`src/rtl/rca_8bit_adder_pkg.sv`:
```
// Shared constants and result type for the registered ripple-carry adder.
// Latency: n/a (types only).
// Backpressure: n/a (types only).
package rca_8bit_adder_pkg;

  // Operand width; the adder ports are fixed at this width.
  localparam int ADD_W = 8;

  // Full adder result: carry-out above the sum bits, so {c, s} reads as one number.
  typedef struct packed {
    logic             c;
    logic [ADD_W-1:0] s;
  } add_res_t;

endpackage : rca_8bit_adder_pkg

```
`src/rtl/rca_8bit_adder_full_adder.sv`:
```
// One-bit full adder used as a single stage of the ripple chain.
// Latency: purely combinational, zero cycles.
// Backpressure: none; it is a combinational leaf.
module full_adder (
  input  logic a,
  input  logic b,
  input  logic cin,
  output logic sum,
  output logic cout
);

  logic w_p;

  // The propagate term is shared by the sum and the carry equations.
  assign w_p  = a ^ b;
  assign sum  = w_p ^ cin;
  assign cout = (a & b) | (cin & w_p);

endmodule : full_adder

```
`src/rtl/rca_8bit_adder.sv`:
```
// Registered 8-bit ripple-carry adder: {c, s} = a + b + c0.
// Latency: one cycle from sampled operands to s/c/out_valid.
// Backpressure: none; every in_valid cycle is accepted and overwrites the result.
module rca_8bit_adder
  import rca_8bit_adder_pkg::*;
(
  input  logic             clk,
  input  logic             rst,
  input  logic [ADD_W-1:0] a,
  input  logic [ADD_W-1:0] b,
  input  logic             c0,
  input  logic             in_valid,
  output logic [ADD_W-1:0] s,
  output logic             c,
  output logic             out_valid
);

  // w_carry[i] is the carry into stage i; w_carry[ADD_W] is the final carry-out.
  logic [ADD_W:0]   w_carry;
  logic [ADD_W-1:0] w_sum;
  add_res_t         w_res;

  add_res_t         r_res;
  logic             r_out_valid;

  assign w_carry[0] = c0;

  // Stage i consumes the carry produced by stage i-1; the ripple from c0 to
  // stage 7's carry-out is the critical path.
  for (genvar gi = 0; gi < ADD_W; gi++) begin : g_stage
    full_adder u_fa (
      .a    (a[gi]),
      .b    (b[gi]),
      .cin  (w_carry[gi]),
      .sum  (w_sum[gi]),
      .cout (w_carry[gi+1])
    );
  end

  assign w_res.c = w_carry[ADD_W];
  assign w_res.s = w_sum;

  // Capture the result on valid cycles, hold it otherwise; reset wins over load.
  always_ff @(posedge clk) begin
    if (rst) begin
      r_res       <= '0;
      r_out_valid <= 1'b0;
    end else begin
      r_out_valid <= in_valid;
      if (in_valid) begin
        r_res <= w_res;
      end
    end
  end

  // Outputs come straight from flops so no input-to-output combinational path exists.
  assign s         = r_res.s;
  assign c         = r_res.c;
  assign out_valid = r_out_valid;

endmodule : rca_8bit_adder

```
`config.mk`:
```
export PLATFORM = sky130hd
export DESIGN_NAME = rca_8bit_adder
export DESIGN_NICKNAME = d
export VERILOG_FILES = /design/src/rtl/rca_8bit_adder_pkg.sv /design/src/rtl/rca_8bit_adder_full_adder.sv /design/src/rtl/rca_8bit_adder.sv
export SDC_FILE = /design/constraint.sdc
export NUM_CORES = 1
export LEC_CHECK = 0
export CORE_MARGIN = 10
export CORE_UTILIZATION = 39
export DETAILED_ROUTE_END_ITERATION = 8
export HOLD_SLACK_MARGIN = 0.03
export PLACE_DENSITY_LB_ADDON = 0.08
export REMOVE_ABC_BUFFERS = 1
export SETUP_SLACK_MARGIN = 0.2
export SYNTH_ARGS = -nofsm -noshare
export SYNTH_HDL_FRONTEND = slang
export SYNTH_SLANG_ARGS = --single-unit
```
`constraint.sdc`:
```
create_clock -name clk -period 13.1 [get_ports clk]
set_input_delay 3.275 -clock clk [delete_from_list [all_inputs] [get_ports clk]]
set_output_delay 3.275 -clock clk [all_outputs]
set_load 0.01 [all_outputs]
```
==> results.md <==
- Outcome: completed
- Internal Power: around 0.059 mW
- Hold WC Path Type: register to register
- VDD IR-drop max: 0.0634 mV
- Antenna violations before repair: 0
- Critical Path, Cell by Cell: clkdlybuf4s50_1 > inv_1 > fa_1 > inv_1 > fa_1 > fa_1 > fa_1 > fa_1 > fa_1 > fa_1 > inv_1 > fa_1 > a211oi_2
- Post-CTS setup buffers: 0
- Die footprint: ~3300 sq um
- Required @ worst endpoint: approximately 13 ns
- Worst-case clock buffer depth: 2
- Placer Congestion: around 0.63
- Mapped cell area: about 530 sq um
- Arrival @ worst endpoint: approximately 7.0 ns
- RSZ-0062 raised after global routing: false
- Initial DRC count: 8
- Clock root buffer: clkbuf_4
- Buffers on Ports: 29
- Area delta synth->final: 59.3%
- Setup TNS: 0 ns
- CP delay by family, top: adder cells
- CTS tree: built
- Max Slew Vio Count: 0
- Maximum fanout along the worst path: 1
- Final #Nets: ~110
- Antenna diodes: 0
- Io pins: 30
- Worst-Skew Late Latency: approximately 0.26 ns
- Slowest stage delay, CP: between 0.4 and 0.5 ns
- Overflow after GRT: 0
- Post-synthesis adder-cell area fraction: between 20% and 30%
- Critical-path top delay cell: fa_1
- Die width: roughly 57 um
- Reg power frac: 43.5%
- Die height: 57.0 um
- Max-Cap Viols: 0
- Setup crit end kind: register
- Max Fclk: 146 MHz
- CTS Hold Buffers Added: 0
- Sw Ratio: 25.9%
- Leakage: between 0.3 and 0.4 nW
- H-Tree Depth: 1
- Synth Area per Inst: ~12 sq um
- Slew HR: 59.9%
- Number of global-route vias before repair: roughly 460
- # rows: 13
- Number of instances resized during post-cts repair: 0
- Num CTS Buffers: 3
- DR WL/cell: 13.1 um
- Via count: between 400 and 500
- Hold Violations, Final: 0
- Clock Sinks: 10
- Post-detail-place hpwl: 1.03 mm
- Crit path kind: primary input to register
- DR pass1 iterations: 4
- Cell count after synthesis: 46
- Measured slew at the worst slew-check pin: 0.599 ns
- Drt total wl: approximately 1.2 mm
- Switch Pwr: about 0.021 mW
- Clock power frac: roughly a quarter
- Avg Vias per Cell: about 4.4
- Fillcell total: between 100 and 150
- Post-layout min period: roughly 6.8 ns
- Layout cell share with drive strength beyond 1: under 10%
- Post-Synth XOR/XNOR Area: 0%
- Sequential share of the synthesized area: 37.5%
- Largest net degree at the start of global routing: 14
- Final number of setup-violating endpoints: 0
- Initial Util: roughly two fifths
- Power per Cell Area: 93.9 nW/um^2
- Netlist cell types: 10
- Total track usage: under 10%
- Critical path startpoint category: primary input
- YS warnings: 0
- Final period utilization: a little over half
- Clk_skew: 0 ns
- Yosys reg bits: 10
- Comb pwr share: roughly 31%
- Buffer and inverter count on the worst path: 4
- Synth Area in Simple Gates: under 10%
- Largest family of logic cells by synthesized area: adder cells
- Core Region: 1300 sq um
- Synth Area in Compound Gates: between 6 and 7%
- Routed Antenna Nets: 0
- Multiplexer share of the synthesized area: between 10% and 20%
- WHS: roughly 0.48 ns
- First-pass GRT wire length: between 2 and 2.5 mm
- Drt drc: 0
- Clock slew at reported path FFs: approximately 0.060 ns
- Most common cell type on the critical path: fa_1
==> cell usage after synthesis, drive strengths merged <==
cell type,n,share of area (%)
a211oi,3,6.1
buf,1,2.1
clkbuf,1,0.70
dfxtp,10,37
fa,8,30
inv,7,4.9
mux2i,6,11
nor2,9,6.3
nor2b,1,1.2
==> power by group through the flow <==
| stage | Combinational (mW) | Sequential, mW | Clock [mW] |
|---|---|---|---|
| after CTS | 0.0257 | 0.0348 | 0.0212 |
| final | 0.0250 | 0.0348 | 0.0201 |
| after global routing | 0.0283 | 0.0351 | 0.0232 |
| after floorplan | 0.00862 | 0.0369 | 0 |
| after global placement | 0.0251 | 0.0355 | 0 |
| after detailed placement | 0.0256 | 0.0355 | 0 |
==> stage by stage <==
step | power, mW | util, % | setup slack (ns) | instance area (sq um) | cells
after floorplan | 0.0456 | - | 6.57 | 519 | 44
after global placement | 0.0606 | 63.7 | 6.03 | 828 | 88
after detailed placement | 0.0611 | 63.7 | 5.98 | 828 | 88
after CTS | 0.0818 | 65.4 | 6.25 | 851 | 91
after global routing | 0.0865 | 65.4 | 6.13 | 851 | 91
final | 0.0799 | 65.4 | 6.26 | 851 | 91
==> registers in the layout, summed over array words and instances (netlist names) <==
register and count:
s 8, c 1, out_valid 1
==> tightest hold or removal path: stages (launching register included) <==
cell and delay [ns]:
dfxtp_1 0.31, nor2_1 0.08, a211oi_1 0.05
==> area by class of cell <==
type / instances / area, sq um / share of cell area (%)
Inverter: 7 / 26.3 / 3.09
Multi-Input combinational cell: 27 / 293 / 34.4
Clock buffer: 3 / 22.5 / 2.65
Timing Repair Buffer: 29 / 290 / 34.1
Sequential cell: 10 / 200 / 23.5
Tap cell: 15 / 18.8 / 2.21
==> worst paths after layout <==
| check | cells after the start | start | to | slack [ns] |
|---|---|---|---|---|
| min | 2 | s[0] | s[0] | 0.48 |
| max reg2reg | 2 | s[0] | s[0] | 12.44 |
| min reg2reg | 2 | s[0] | s[0] | 0.48 |
| max | 13 | a[0] | s[7] | 6.26 |
==> cells in the final DEF (no fill, tap or decap), drive strengths merged <==
| master | netlist | routed |
|---|---|---|
| a211oi | 3 | 3 |
| inv | 7 | 7 |
| clkdlybuf4s50 | 0 | 29 |
| nor2 | 9 | 9 |
| nor2b | 1 | 1 |
| dfxtp | 10 | 10 |
| clkbuf | 1 | 3 |
| mux2i | 6 | 6 |
| fa | 8 | 8 |
==> cells by family after synthesis <==
group	Yosys count
adders and majority gates	8
muxes	6
and+or+nand+nor	10
buffers and inverters	9
AOI/OAI and AO/OA	3
DFF	10
==> routing by layer <==
layer  up-vias  GRT usage (%)  routed length (um)
met2        15           13.6                 619
met5         -              0                   0
li1        201              -                   -
met1       185           7.58                 430
met4         0           2.01                   6
met3         2           6.19                 133
Note: power is estimated with default switching activity, not from simulation.
